File: config.mk
export PLATFORM = sky130hd
export DESIGN_NAME = instr_fetch_decode
export DESIGN_NICKNAME = d
export VERILOG_FILES = /design/src/rtl/instr_fetch_decode.sv
export SDC_FILE = /design/constraint.sdc
export NUM_CORES = 1
export LEC_CHECK = 0
export CORE_MARGIN = 3
export CORE_UTILIZATION = 46
export DETAILED_ROUTE_END_ITERATION = 10
export PLACE_DENSITY_LB_ADDON = 0.25
export SYNTH_ARGS = -nofsm -noshare
export SYNTH_HDL_FRONTEND = slang
export SYNTH_SLANG_ARGS = --single-unit
File: constraint.sdc
create_clock -name clk -period 4.31 [get_ports clk]
set_clock_uncertainty 0.15 [all_clocks]
set_input_delay 0.6465 -clock clk [delete_from_list [all_inputs] [get_ports clk]]
set_output_delay 0.6465 -clock clk [all_outputs]
set_load 0.01 [all_outputs]
File: src/rtl/instr_fetch_decode.sv
`default_nettype none
// ---------------------------------------------------------------------------
// instr_fetch_decode : PC sequencer, program-memory fetch and decode for
//                      alu_mod; resolves JMP/JZ/JNZ/HALT locally.
// Revision 1.0
// ---------------------------------------------------------------------------
module instr_fetch_decode #(
  parameter  int WIDTH       = 8,
  parameter  int IWIDTH      = 8,
  parameter  int SOURCES     = 4,
  parameter  int ADDR_WIDTH  = 8,
  parameter  int PC_WIDTH    = 6,
  localparam int SW          = $clog2(SOURCES),
  localparam int INSTR_WIDTH = IWIDTH + 2*WIDTH + ADDR_WIDTH + 2*SW + 5
) (
  input  logic                   clk,
  input  logic                   rst,
  input  logic                   stall,
  output logic [PC_WIDTH-1:0]    pm_addr,
  output logic                   pm_re,
  input  logic [INSTR_WIDTH-1:0] pm_data,
  input  logic                   zero_flag,
  output logic [IWIDTH-1:0]      op_code,
  output logic [WIDTH-1:0]       source1,
  output logic [WIDTH-1:0]       source2,
  output logic [SW-1:0]          source1_choice,
  output logic [SW-1:0]          source2_choice,
  output logic [ADDR_WIDTH-1:0]  destination,
  output logic [1:0]             dest_choice,
  output logic                   push,
  output logic                   pop,
  output logic [PC_WIDTH-1:0]    instr_addr,
  output logic                   issue_valid,
  output logic                   halted
);

  localparam int P_POP  = 1;
  localparam int P_PUSH = 2;
  localparam int P_DC   = 3;
  localparam int P_C2   = 5;
  localparam int P_C1   = P_C2 + SW;
  localparam int P_DEST = P_C1 + SW;
  localparam int P_S2   = P_DEST + ADDR_WIDTH;
  localparam int P_S1   = P_S2 + WIDTH;
  localparam int P_OP   = P_S1 + WIDTH;

  localparam logic [IWIDTH-1:0] OP_NOP  = IWIDTH'('h00);
  localparam logic [IWIDTH-1:0] OP_JMP  = IWIDTH'('h20);
  localparam logic [IWIDTH-1:0] OP_JZ   = IWIDTH'('h21);
  localparam logic [IWIDTH-1:0] OP_JNZ  = IWIDTH'('h22);
  localparam logic [IWIDTH-1:0] OP_HALT = IWIDTH'('hFF);

  localparam logic [1:0] DC_NONE = 2'b11;

  typedef enum logic [1:0] {
    S_FETCH = 2'd0,
    S_WAIT  = 2'd1,
    S_ISSUE = 2'd2,
    S_HALT  = 2'd3
  } state_t;

  state_t                state_q, state_d;
  logic [PC_WIDTH-1:0]   pc_q, pc_d;
  logic [PC_WIDTH-1:0]   pm_addr_q, pm_addr_d;
  logic                  pm_re_q, pm_re_d;
  logic [IWIDTH-1:0]     op_code_q, op_code_d;
  logic [WIDTH-1:0]      source1_q, source1_d;
  logic [WIDTH-1:0]      source2_q, source2_d;
  logic [SW-1:0]         source1_choice_q, source1_choice_d;
  logic [SW-1:0]         source2_choice_q, source2_choice_d;
  logic [ADDR_WIDTH-1:0] destination_q, destination_d;
  logic [1:0]            dest_choice_q, dest_choice_d;
  logic                  push_q, push_d;
  logic                  pop_q, pop_d;
  logic [PC_WIDTH-1:0]   instr_addr_q, instr_addr_d;
  logic                  issue_valid_q, issue_valid_d;
  logic                  halted_q, halted_d;

  logic [IWIDTH-1:0]     w_op;
  logic [ADDR_WIDTH-1:0] w_dest;
  logic [PC_WIDTH-1:0]   w_target;
  logic [PC_WIDTH-1:0]   w_pc_inc;
  logic                  w_unused_reserved;

  assign w_op              = pm_data[P_OP +: IWIDTH];
  assign w_dest            = pm_data[P_DEST +: ADDR_WIDTH];
  assign w_target          = w_dest[PC_WIDTH-1:0];
  assign w_pc_inc          = pc_q + PC_WIDTH'(1);
  assign w_unused_reserved = pm_data[0];

  // The issue-output registers double as the instruction register: the
  // memory word is decoded straight into them on the cycle it is valid.
  always_comb begin
    state_d          = state_q;
    pc_d             = pc_q;
    pm_addr_d        = pm_addr_q;
    pm_re_d          = 1'b0;
    op_code_d        = OP_NOP;
    source1_d        = '0;
    source2_d        = '0;
    source1_choice_d = '0;
    source2_choice_d = '0;
    destination_d    = '0;
    dest_choice_d    = DC_NONE;
    push_d           = 1'b0;
    pop_d            = 1'b0;
    instr_addr_d     = instr_addr_q;
    issue_valid_d    = 1'b0;
    halted_d         = halted_q;

    case (state_q)
      S_FETCH: begin
        if (!stall) begin
          pm_addr_d = pc_q;
          pm_re_d   = 1'b1;
          state_d   = S_WAIT;
        end
      end
      S_WAIT: begin
        state_d = S_ISSUE;
      end
      S_ISSUE: begin
        issue_valid_d = 1'b1;
        instr_addr_d  = pc_q;
        state_d       = S_FETCH;
        pc_d          = w_pc_inc;
        case (w_op)
          OP_NOP: ;
          OP_JMP: pc_d = w_target;
          OP_JZ:  if (zero_flag)  pc_d = w_target;
          OP_JNZ: if (!zero_flag) pc_d = w_target;
          OP_HALT: begin
            pc_d    = pc_q;
            state_d = S_HALT;
          end
          default: begin
            op_code_d        = w_op;
            source1_d        = pm_data[P_S1 +: WIDTH];
            source2_d        = pm_data[P_S2 +: WIDTH];
            source1_choice_d = pm_data[P_C1 +: SW];
            source2_choice_d = pm_data[P_C2 +: SW];
            destination_d    = w_dest;
            dest_choice_d    = pm_data[P_DC +: 2];
            push_d           = pm_data[P_PUSH];
            pop_d            = pm_data[P_POP];
          end
        endcase
      end
      S_HALT: begin
        halted_d = 1'b1;
      end
      default: state_d = S_FETCH;
    endcase
  end

  always_ff @(posedge clk or negedge rst) begin
    if (!rst) begin
      state_q          <= S_FETCH;
      pc_q             <= '0;
      pm_addr_q        <= '0;
      pm_re_q          <= 1'b0;
      op_code_q        <= OP_NOP;
      source1_q        <= '0;
      source2_q        <= '0;
      source1_choice_q <= '0;
      source2_choice_q <= '0;
      destination_q    <= '0;
      dest_choice_q    <= DC_NONE;
      push_q           <= 1'b0;
      pop_q            <= 1'b0;
      instr_addr_q     <= '0;
      issue_valid_q    <= 1'b0;
      halted_q         <= 1'b0;
    end else begin
      state_q          <= state_d;
      pc_q             <= pc_d;
      pm_addr_q        <= pm_addr_d;
      pm_re_q          <= pm_re_d;
      op_code_q        <= op_code_d;
      source1_q        <= source1_d;
      source2_q        <= source2_d;
      source1_choice_q <= source1_choice_d;
      source2_choice_q <= source2_choice_d;
      destination_q    <= destination_d;
      dest_choice_q    <= dest_choice_d;
      push_q           <= push_d;
      pop_q            <= pop_d;
      instr_addr_q     <= instr_addr_d;
      issue_valid_q    <= issue_valid_d;
      halted_q         <= halted_d;
    end
  end

  assign pm_addr        = pm_addr_q;
  assign pm_re          = pm_re_q;
  assign op_code        = op_code_q;
  assign source1        = source1_q;
  assign source2        = source2_q;
  assign source1_choice = source1_choice_q;
  assign source2_choice = source2_choice_q;
  assign destination    = destination_q;
  assign dest_choice    = dest_choice_q;
  assign push           = push_q;
  assign pop            = pop_q;
  assign instr_addr     = instr_addr_q;
  assign issue_valid    = issue_valid_q;
  assign halted         = halted_q;

endmodule
`default_nettype wire
==> results.sh <==
export IMPL_status="completed"
export IMPL_r2r_slack_ps=1550
export IMPL_timing_fmax_mhz=363
export IMPL_drtPass1Iterations=4
export IMPL_netlist_instances=182
export IMPL_clk_pin_slew_ps=70
export IMPL_ys_flop_type="dfrtp_1"
export IMPL_htreeDepth=3
export IMPL_tightest_slew_ps=1170
export IMPL_initial_core_util=0.494
export IMPL_antenna_found_initial=0
export IMPL_period_share=0.640
export IMPL_path_cells="inv_1 > ha_1 > o31ai_1 > buf_4 > a31oi_2 > and2_2"
export IMPL_clock_sinks=63
export IMPL_setup_violations=0
export IMPL_synthTopCellsByArea="dfrtp_1, and2_1, mux2_2, ha_1, dfstp_2"
export IMPL_fillCellCount=349
export IMPL_ys_ff_latch=63
export IMPL_vias=1791
export IMPL_wire_per_inst_um=15.6
export IMPL_ys_warn_count=0
export IMPL_slowest_delay_ps=910
export IMPL_viasPerCell=5.00
export IMPL_power_density_mw_per_mm2=510
export IMPL_finalHoldViolCount=0
export IMPL_syn_area_mm2=0.00242
export IMPL_drv_cap=0
export IMPL_clock_latency_ps=330
export IMPL_cts_root_buf="clkbuf_8"
export IMPL_fin_crit_ps=2760
export IMPL_antenna_left=0
export IMPL_nNetsFinal=336
export IMPL_reg2reg_depth=6
export IMPL_cp_top_family="compound AO/OA/AOI/OAI gates"
export IMPL_worstPathArrival_ps=2880
export IMPL_drive_gt1_frac=0.141
export IMPL_ctsHoldBuffers=0
export IMPL_r2r_start="state_q[0]"
export IMPL_final_util=0.753
export IMPL_timing_hold_ws_ps=200
export IMPL_grt_pass1_vias=1798
export IMPL_grt_max_degree=35
export IMPL_synthArstFlopShare=1.00
export IMPL_drt_iter0_markers=170
export IMPL_syn_nets=232
export IMPL_yosysTopAreaCell="dfrtp_1"
export IMPL_fin_tns_setup_ps=0
export IMPL_synth_top_area_share=0.630
export IMPL_cts_resized=0
export IMPL_dieArea_mm2=0.00618
export IMPL_chipHeight_um=78.6
export IMPL_critPathBufInv=2
export IMPL_synth_edf_count=0
export IMPL_port_buffers=98
export IMPL_leakagePower_nw=1.66
export IMPL_cts_setup_buffers=0
export IMPL_ys_seq_area_frac=0.652
export IMPL_overflow=0
export IMPL_r2r_end="op_code[3]"
export IMPL_crit_fanout=34
export IMPL_ys_types=38
export IMPL_cp_end_kind="flip-flop"
export IMPL_routabilityCongestion=0.804
export IMPL_area_delta_synth_final_pct=52.6
export IMPL_rows=25
export IMPL_wirelength_um=5590
export IMPL_hp_class="input port to asynchronous set/reset pin"
export IMPL_cts_tree="built"
export IMPL_critPathSlowestCell="a31oi_2"
export IMPL_rsz0062_at_grt="false"
export IMPL_final_max_slew_viol_count=0
export IMPL_drc=0
export IMPL_grt_pass1_wl_um=9170
export IMPL_crit_path_start_kind="flip-flop"
export IMPL_pin_count=100
export IMPL_peakVddDrop_uv=315
export IMPL_clockBufferDepth=2
export IMPL_die_w_um=78.6
export IMPL_cp_required_ps=4430
export IMPL_cts_buffers=9
export IMPL_critical_path_class="flip-flop to flip-flop"
export IMPL_slew_headroom=0.218
export IMPL_grt_usage=0.198
export IMPL_syn_area_per_cell_um2=13.3
export IMPL_core_area_mm2=0.00491
export IMPL_dp_hpwl_um=3980
export IMPL_n_antenna_cell=0
synth_stat cells (all sizes together), types with 3 or more instances:
| library cell | count |
|---|---|
| dfrtp | 61 |
| and2 | 37 |
| mux2 | 13 |
| a21oi | 5 |
| clkbuf | 5 |
| ha | 5 |
| inv | 5 |
| nand2 | 5 |
| nor2 | 5 |
| o21ai | 5 |
| nand3 | 4 |
| nand2b | 3 |
| o32a | 3 |
cell usage in the layout (no fill, tap or decap), types with 2 or more instances in the layout:
cell type        synthesis  layout
dfstp_2                  2       2
o21ai_0                  5       5
mux2_2                  13      13
nand3_1                  4       4
dfrtp_1                 61      61
clkbuf_1                 5       2
ha_1                     5       5
and2_1                  36      36
a21oi_1                  4       4
nand2b_1                 3       3
nand4_1                  2       2
bufinv_16                0       2
inv_1                    5       5
and3_1                   2       2
mux2i_1                  2       2
clkdlybuf4s50_1          0      97
clkbuf_8                 0      11
buf_4                    1       2
nand2_1                  5       5
nor2_1                   5       5
o32a_2                   2       2
flip-flops by register name, summed over array words and instances, names as in the netlist, 2 cells and up:
register	flops
dest_choice	2
destination	8
source1_choice	2
source2_choice	2
state_q	2
pm_addr	6
instr_addr	6
source2	8
pc_q	6
source1	8
op_code	8
worst reg2reg max path, cell delays in order, from the launching register on:
cell     delay, ps
dfrtp_1        410
inv_1          110
ha_1           460
o31ai_1        150
buf_4          210
a31oi_2        910
and2_2         290
stage by stage:
stage	area [um^2]	setup slack [ps]	cells	total power, mW
6_report	3700	1550	358	1.88
5_1_grt	3700	1240	358	1.99
4_1_cts	3700	1520	358	1.91
3_5_place_dp	3470	1230	342	1.32
3_3_place_gp	3470	1250	342	1.31
2_1_floorplan	2420	2010	182	1.03
where the power goes:
| group | switching [mW] | leakage, nW | internal, mW | total (mW) |
|---|---|---|---|---|
| registers | 0.0710 | 0.843 | 0.713 | 0.784 |
| clock network | 0.218 | 0.114 | 0.357 | 0.575 |
| logic | 0.221 | 0.701 | 0.305 | 0.527 |
how the worst max path moves through the flow:
stage	startpoint	endpoint	slack (ps)	depth (start not counted)
2_1_floorplan	pm_data[36]	pc_q[5]	2010	5
3_3_place_gp	pm_data[35]	op_code[3]	1250	6
3_5_place_dp	pm_data[35]	op_code[3]	1230	6
4_1_cts	state_q[0]	op_code[3]	1520	6
5_1_grt	state_q[0]	op_code[3]	1240	6
6_report	state_q[0]	op_code[3]	1550	6
cells by family after synthesis:
family	after synthesis	share of synthesized area
AND/OR/NAND/NOR	66	0.171
flip-flops	63	0.652
AO/OA/AOI/OAI	21	0.0620
multiplexers	15	0.0687
buffers and inverters	12	0.0207
adder cells (fa/ha/maj)	5	0.0258
cell type report:
cell class	instances	area [um^2]	area share
clock buffers	13	159	0.0430
clock inverters	3	65.1	0.0176
inverters	5	18.8	0.00508
multi-input cells	107	801	0.217
flip-flops and latches	63	1580	0.427
well taps	67	83.8	0.0227
repair buffers	100	991	0.268
per-layer routing:
layer,vias up,wire length (um),GRT usage
met5,-,0,0
met3,9,466,0.0688
met1,876,2380,0.247
met4,0,86,0.0787
met2,77,2660,0.314
li1,829,-,-
Power figures use the tool's default switching activity.
==> RTL change 1: new RTL, same settings <==
The parameter `SOURCES` goes from 4 to 2.
--- a/src/rtl/instr_fetch_decode.sv
+++ b/src/rtl/instr_fetch_decode.sv
@@ -9,3 +9,3 @@
   parameter  int IWIDTH      = 8,
-  parameter  int SOURCES     = 4,
+  parameter  int SOURCES     = 2,
   parameter  int ADDR_WIDTH  = 8,
Ports: changed (resized pm_data, source1_choice and source2_choice); port bits go from 100 to 96. The function was not compared with the original's and may differ.
==> RTL change 1 against the original RTL <==
Total power is 8.2% lower; setup slack better by 320 ps; synthesized cell count is 3.3% higher; via count is 1.2% lower; first-iteration DRC count is 72% lower; area after synthesis is 2.6% higher; wire length is 4.2% lower; cell area is 2.3% lower; clock power is 25% lower; die area is 2.4% higher; sequential cell count is 2 lower; critical path depth is 1 lower; largest cell class unchanged; largest power group unchanged; highest routed layer unchanged.
==> RTL change 1: results (changes against the original RTL) <==
yosys:
  synthAdderAreaFrac_pct: 2.516  # -0.065 points
  syn_area_per_cell_sq_um: 13.22  # -0.69%
  synth_mux_area_share_pct: 7.851  # +0.98 points
  synth_common_cells: "59 x dfrtp_1, 29 x nor3b_1, 13 x inv_1"
  synth_area_leaders: "dfrtp_1 59%, nor3b_1 8.8%, mux2_2 5.4%, ha_1 2.5%, mux2i_1 2.4%"
  synth.distinct_cells: 37  # -2.6%
  seq_area_frac_synth_pct: 61.50  # -3.7 points
  synth-compound-area-share_pct: 4.731  # -1.5 points
  syn_nets: 236  # +1.7%
min_path:
  hold_path_class: "reg2reg"
cells_and_area:
  fillCellCount: 374  # +7.2%
  drive_gt1_share_pct: 12.85  # -1.2 points
  final_cell_area_sq_um: 3613  # -2.3%
  nets: 333  # -0.89%
placement:
  gp_congestion: 0.7380  # -8.2%
  postPlaceCellArea_sq_um: 3448  # -0.72%
  place_ws_ps: 1528  # +298.6 ps
  hpwl_mm: 3.714  # -6.8%
  dp.cells: 344  # +0.58%
  portBuffers: 94  # -4.1%
global_routing:
  met3_usage_pct: 8.014  # +1.1 points
  grt_pass1_vias: 1853  # +3.1%
  met1_usage_pct: 22.93  # -1.8 points
  grt_start_max_net_pins: 62  # +77%
  grtUsageTotal_pct: 18.43  # -1.3 points
  met2_usage_pct: 28.71  # -2.7 points
  grt_pass1_wl_mm: 8.804  # -4.0%
worst_setup_path:
  rrSetupSlack_ps: 2070  # +520 ps
  reg2reg_to: "dest_choice[0]"
  path_max_fanout: 11  # -68%
  reg2reg_depth: 4  # -2
  cp.arrival_ps: 2500  # -380 ps
  slowest_delay_ps: 590  # -320 ps
  slowest_stage: "clkdlybuf4s50_1"
power_and_ir_drop:
  peakVddDrop_mv: 0.2871  # -8.9%
  power.leakage_nw: 1.599  # -3.5%
  p_sw_mw: 0.4993  # -2.1%
  p_clk_share_pct: 25.1  # -5.4 points
  pg_seq_mw: 0.764  # -3%
  p_clk_mw: 0.434  # -25%
status:
  status: "completed"
sta:
  fin_hold_ws_ps: 314.6  # +114.6 ps
  worstMarginPinSlew_ps: 748.6  # -421.3 ps
route:
  first_iter_violations: 47  # -72%
  met1Wirelength_mm: 2.304  # -3.1%
  vias: 1770  # -1.2%
  first_pass_iters: 4  # unchanged
  wire_per_inst_um: 14.95  # -4.2%
  met3_length_um: 419  # -10%
  wl_met2_mm: 2.554  # -3.9%
## RTL change 1: cell types whose count changed after synthesis, moves of 4 or more
cell and change:
clkbuf_1 -4, buf_6 +4, nor3b_1 +29, inv_1 +8, mux2i_1 +4, and2_1 -34
## RTL change 1: layout make-up
type,count,area (sq um),area share (%)
clock buffers,12,155.1,4.294
clock inverters,2,10.01,0.2770
inverters,13,48.80,1.350
multi-input cells,104,832.0,23.03
flip-flops and latches,61,1529,42.31
well taps,70,87.58,2.424
repair buffers,96,950.9,26.32
## RTL change 1: worst max path at each step
stage | from | to | slack [ps] | depth (start not counted)
after detailed placement | pm_data[36] | pc_q[0] | 1530 | 5
after floorplan | pm_data[33] | destination[1] | 2570 | 5
after global placement | pm_data[36] | pc_q[0] | 1570 | 5
after CTS | pm_data[36] | pc_q[0] | 1880 | 5
final | pm_data[36] | pc_q[0] | 1880 | 5
after global routing | pm_data[36] | pc_q[0] | 1800 | 5
==> RTL change 2: new RTL, same settings <==
Without the edit above. `pc_q`, `pm_addr_q` and `instr_addr_q` no longer have a reset.
--- a/src/rtl/instr_fetch_decode.sv
+++ b/src/rtl/instr_fetch_decode.sv
@@ -158,4 +158,2 @@
       state_q          <= S_FETCH;
-      pc_q             <= '0;
-      pm_addr_q        <= '0;
       pm_re_q          <= 1'b0;
@@ -170,3 +168,2 @@
       pop_q            <= 1'b0;
-      instr_addr_q     <= '0;
       issue_valid_q    <= 1'b0;
@@ -175,4 +172,2 @@
       state_q          <= state_d;
-      pc_q             <= pc_d;
-      pm_addr_q        <= pm_addr_d;
       pm_re_q          <= pm_re_d;
@@ -187,3 +182,2 @@
       pop_q            <= pop_d;
-      instr_addr_q     <= instr_addr_d;
       issue_valid_q    <= issue_valid_d;
@@ -191,2 +185,8 @@
     end
+  end
+
+  always_ff @(posedge clk) begin
+    pc_q         <= pc_d;
+    pm_addr_q    <= pm_addr_d;
+    instr_addr_q <= instr_addr_d;
   end
Behaviour: differs if rst is asserted again (counterexample within 10 cycles, from zero or initial values and one cycle with rst low); with rst held inactive, the same outputs for 10 cycles.
==> RTL change 2 against the original RTL <==
Hold slack improved by 120 ps; area after synthesis decreased by 6.7%; wire length decreased by 17%; sequential power decreased by 2%; clock power decreased by 8.0%; setup slack improved by 130 ps; via count decreased by 16%; die area decreased by 6.2%; cell area decreased by 5.3%; register-to-register slack improved by 380 ps; utilization increased by 1.9 points; sequential cell count unchanged; total power decreased by 9.5%; critical path type is now in2reg; largest power group unchanged.
==> RTL change 2: results (changes against the original RTL) <==
power_and_ir_drop:
  power_per_cell_area_nw_per_um2: 487.1  # -4.4%
  p_int_mw: 1.277  # -7.1%
  peakVddDrop_mv: 0.3793  # +20%
  power.leakage_nw: 1.484  # -10%
  pg_seq_mw: 0.767  # -2%
  p_clk_mw: 0.529  # -8.0%
route:
  wire_per_inst_um: 14.06  # -9.9%
  first_iter_violations: 62  # -64%
  via_per_inst: 4.578  # -8.5%
yosys:
  synth.distinct_cells: 28  # -26%
  seq_area_frac_synth_pct: 73.82  # +8.7 points
  syn_nets: 204  # -12%
  synth_area_leaders: "dfrtp_1 48%, edfxtp_1 24%, and2_1 10%, ha_1 2.8%, dfstp_2 2.3%"
  synth_edf_count: 18  # +18
  synth_common_cells: "43 x dfrtp_1, 37 x and2_1, 18 x edfxtp_1"
  synth_warnings: 0  # unchanged
  ys_async_sr_fraction_pct: 71.43  # -29 points
clocking:
  cts_root_buf: "clkbuf_8"
cells_and_area:
  fillCellCount: 289  # -17%
  nets: 309  # -8.0%
  postLayoutCoreUtil_pct: 77.18  # +1.9 points
  drive_gt1_share_pct: 8.712  # -5.4 points
global_routing:
  grt_start_max_net_pins: 46  # +31%
  grtUsageTotal_pct: 17.32  # -2.4 points
  grt_pass1_vias: 1621  # -9.8%
  antenna_found_initial: 0  # unchanged
status:
  status: "completed"
worst_setup_path:
  rrSetupSlack_ps: 1930  # +380 ps
  crit_family: "simple AND/OR/NAND/NOR gates"
  reg2reg_depth: 5  # -1
  slowest_stage: "or4b_4"
  path_max_fanout: 11  # -68%
placement:
  hpwl_mm: 3.386  # -15%
  gp_congestion: 0.6819  # -15%
sta:
  slew_headroom_pct: 36.49  # +15 points
[RTL change 2: per-stage QoR]
| stage | hold slack (ps) | instances |
|---|---|---|
| floorplan | 200.9 | 154 |
| global route | 338.7 | 329 |
| finish | 315.9 | 329 |
| detailed placement | 300.7 | 313 |
| global placement | 303.8 | 313 |
| CTS | 319.7 | 329 |
[RTL change 2: cell families (layout without fill, tap and decap cells)]
group | Yosys count | in the layout | share of synthesized area, %
AO/OA/AOI/OAI | 13 | 13 | 3.431
buffers and inverters | 6 | 116 | 1.328
multiplexers | 2 | 2 | 1.162
XOR/XNOR | 4 | 4 | 1.550
flip-flops | 63 | 63 | 73.82
adder cells (fa/ha/maj) | 5 | 5 | 2.767
AND/OR/NAND/NOR | 61 | 61 | 15.94
[RTL change 2: per-layer routing]
layer  wire length [um]  vias up  GRT usage, %
met5                  0        -             0
met3                404        6         6.974
li1                   -      721             -
met4                 56        0         7.609
met2               2465       61         30.50
met1               1701      718         18.23
[RTL change 2: cell type report]
cell class                 count  share of cell area (%)
sequential                    63                   47.69
inverter                       2                  0.2145
timing repair buffer          98                   27.89
tap                           65                   2.324
clock buffer                  11                   3.754
multi-input combinational     85                   16.05
clock inverter                 5                   2.074
[RTL change 2: worst max path at each step]
stage / start / to / slack [ps] / cells after the start
after global placement: pm_data[36] / pc_q[1] / 1370 / 4
after global routing: pm_data[36] / pc_q[1] / 1660 / 4
after CTS: pm_data[36] / pc_q[1] / 1690 / 4
final: pm_data[36] / pc_q[1] / 1680 / 4
after floorplan: pm_data[36] / pc_q[1] / 1940 / 3
after detailed placement: pm_data[36] / pc_q[1] / 1350 / 4
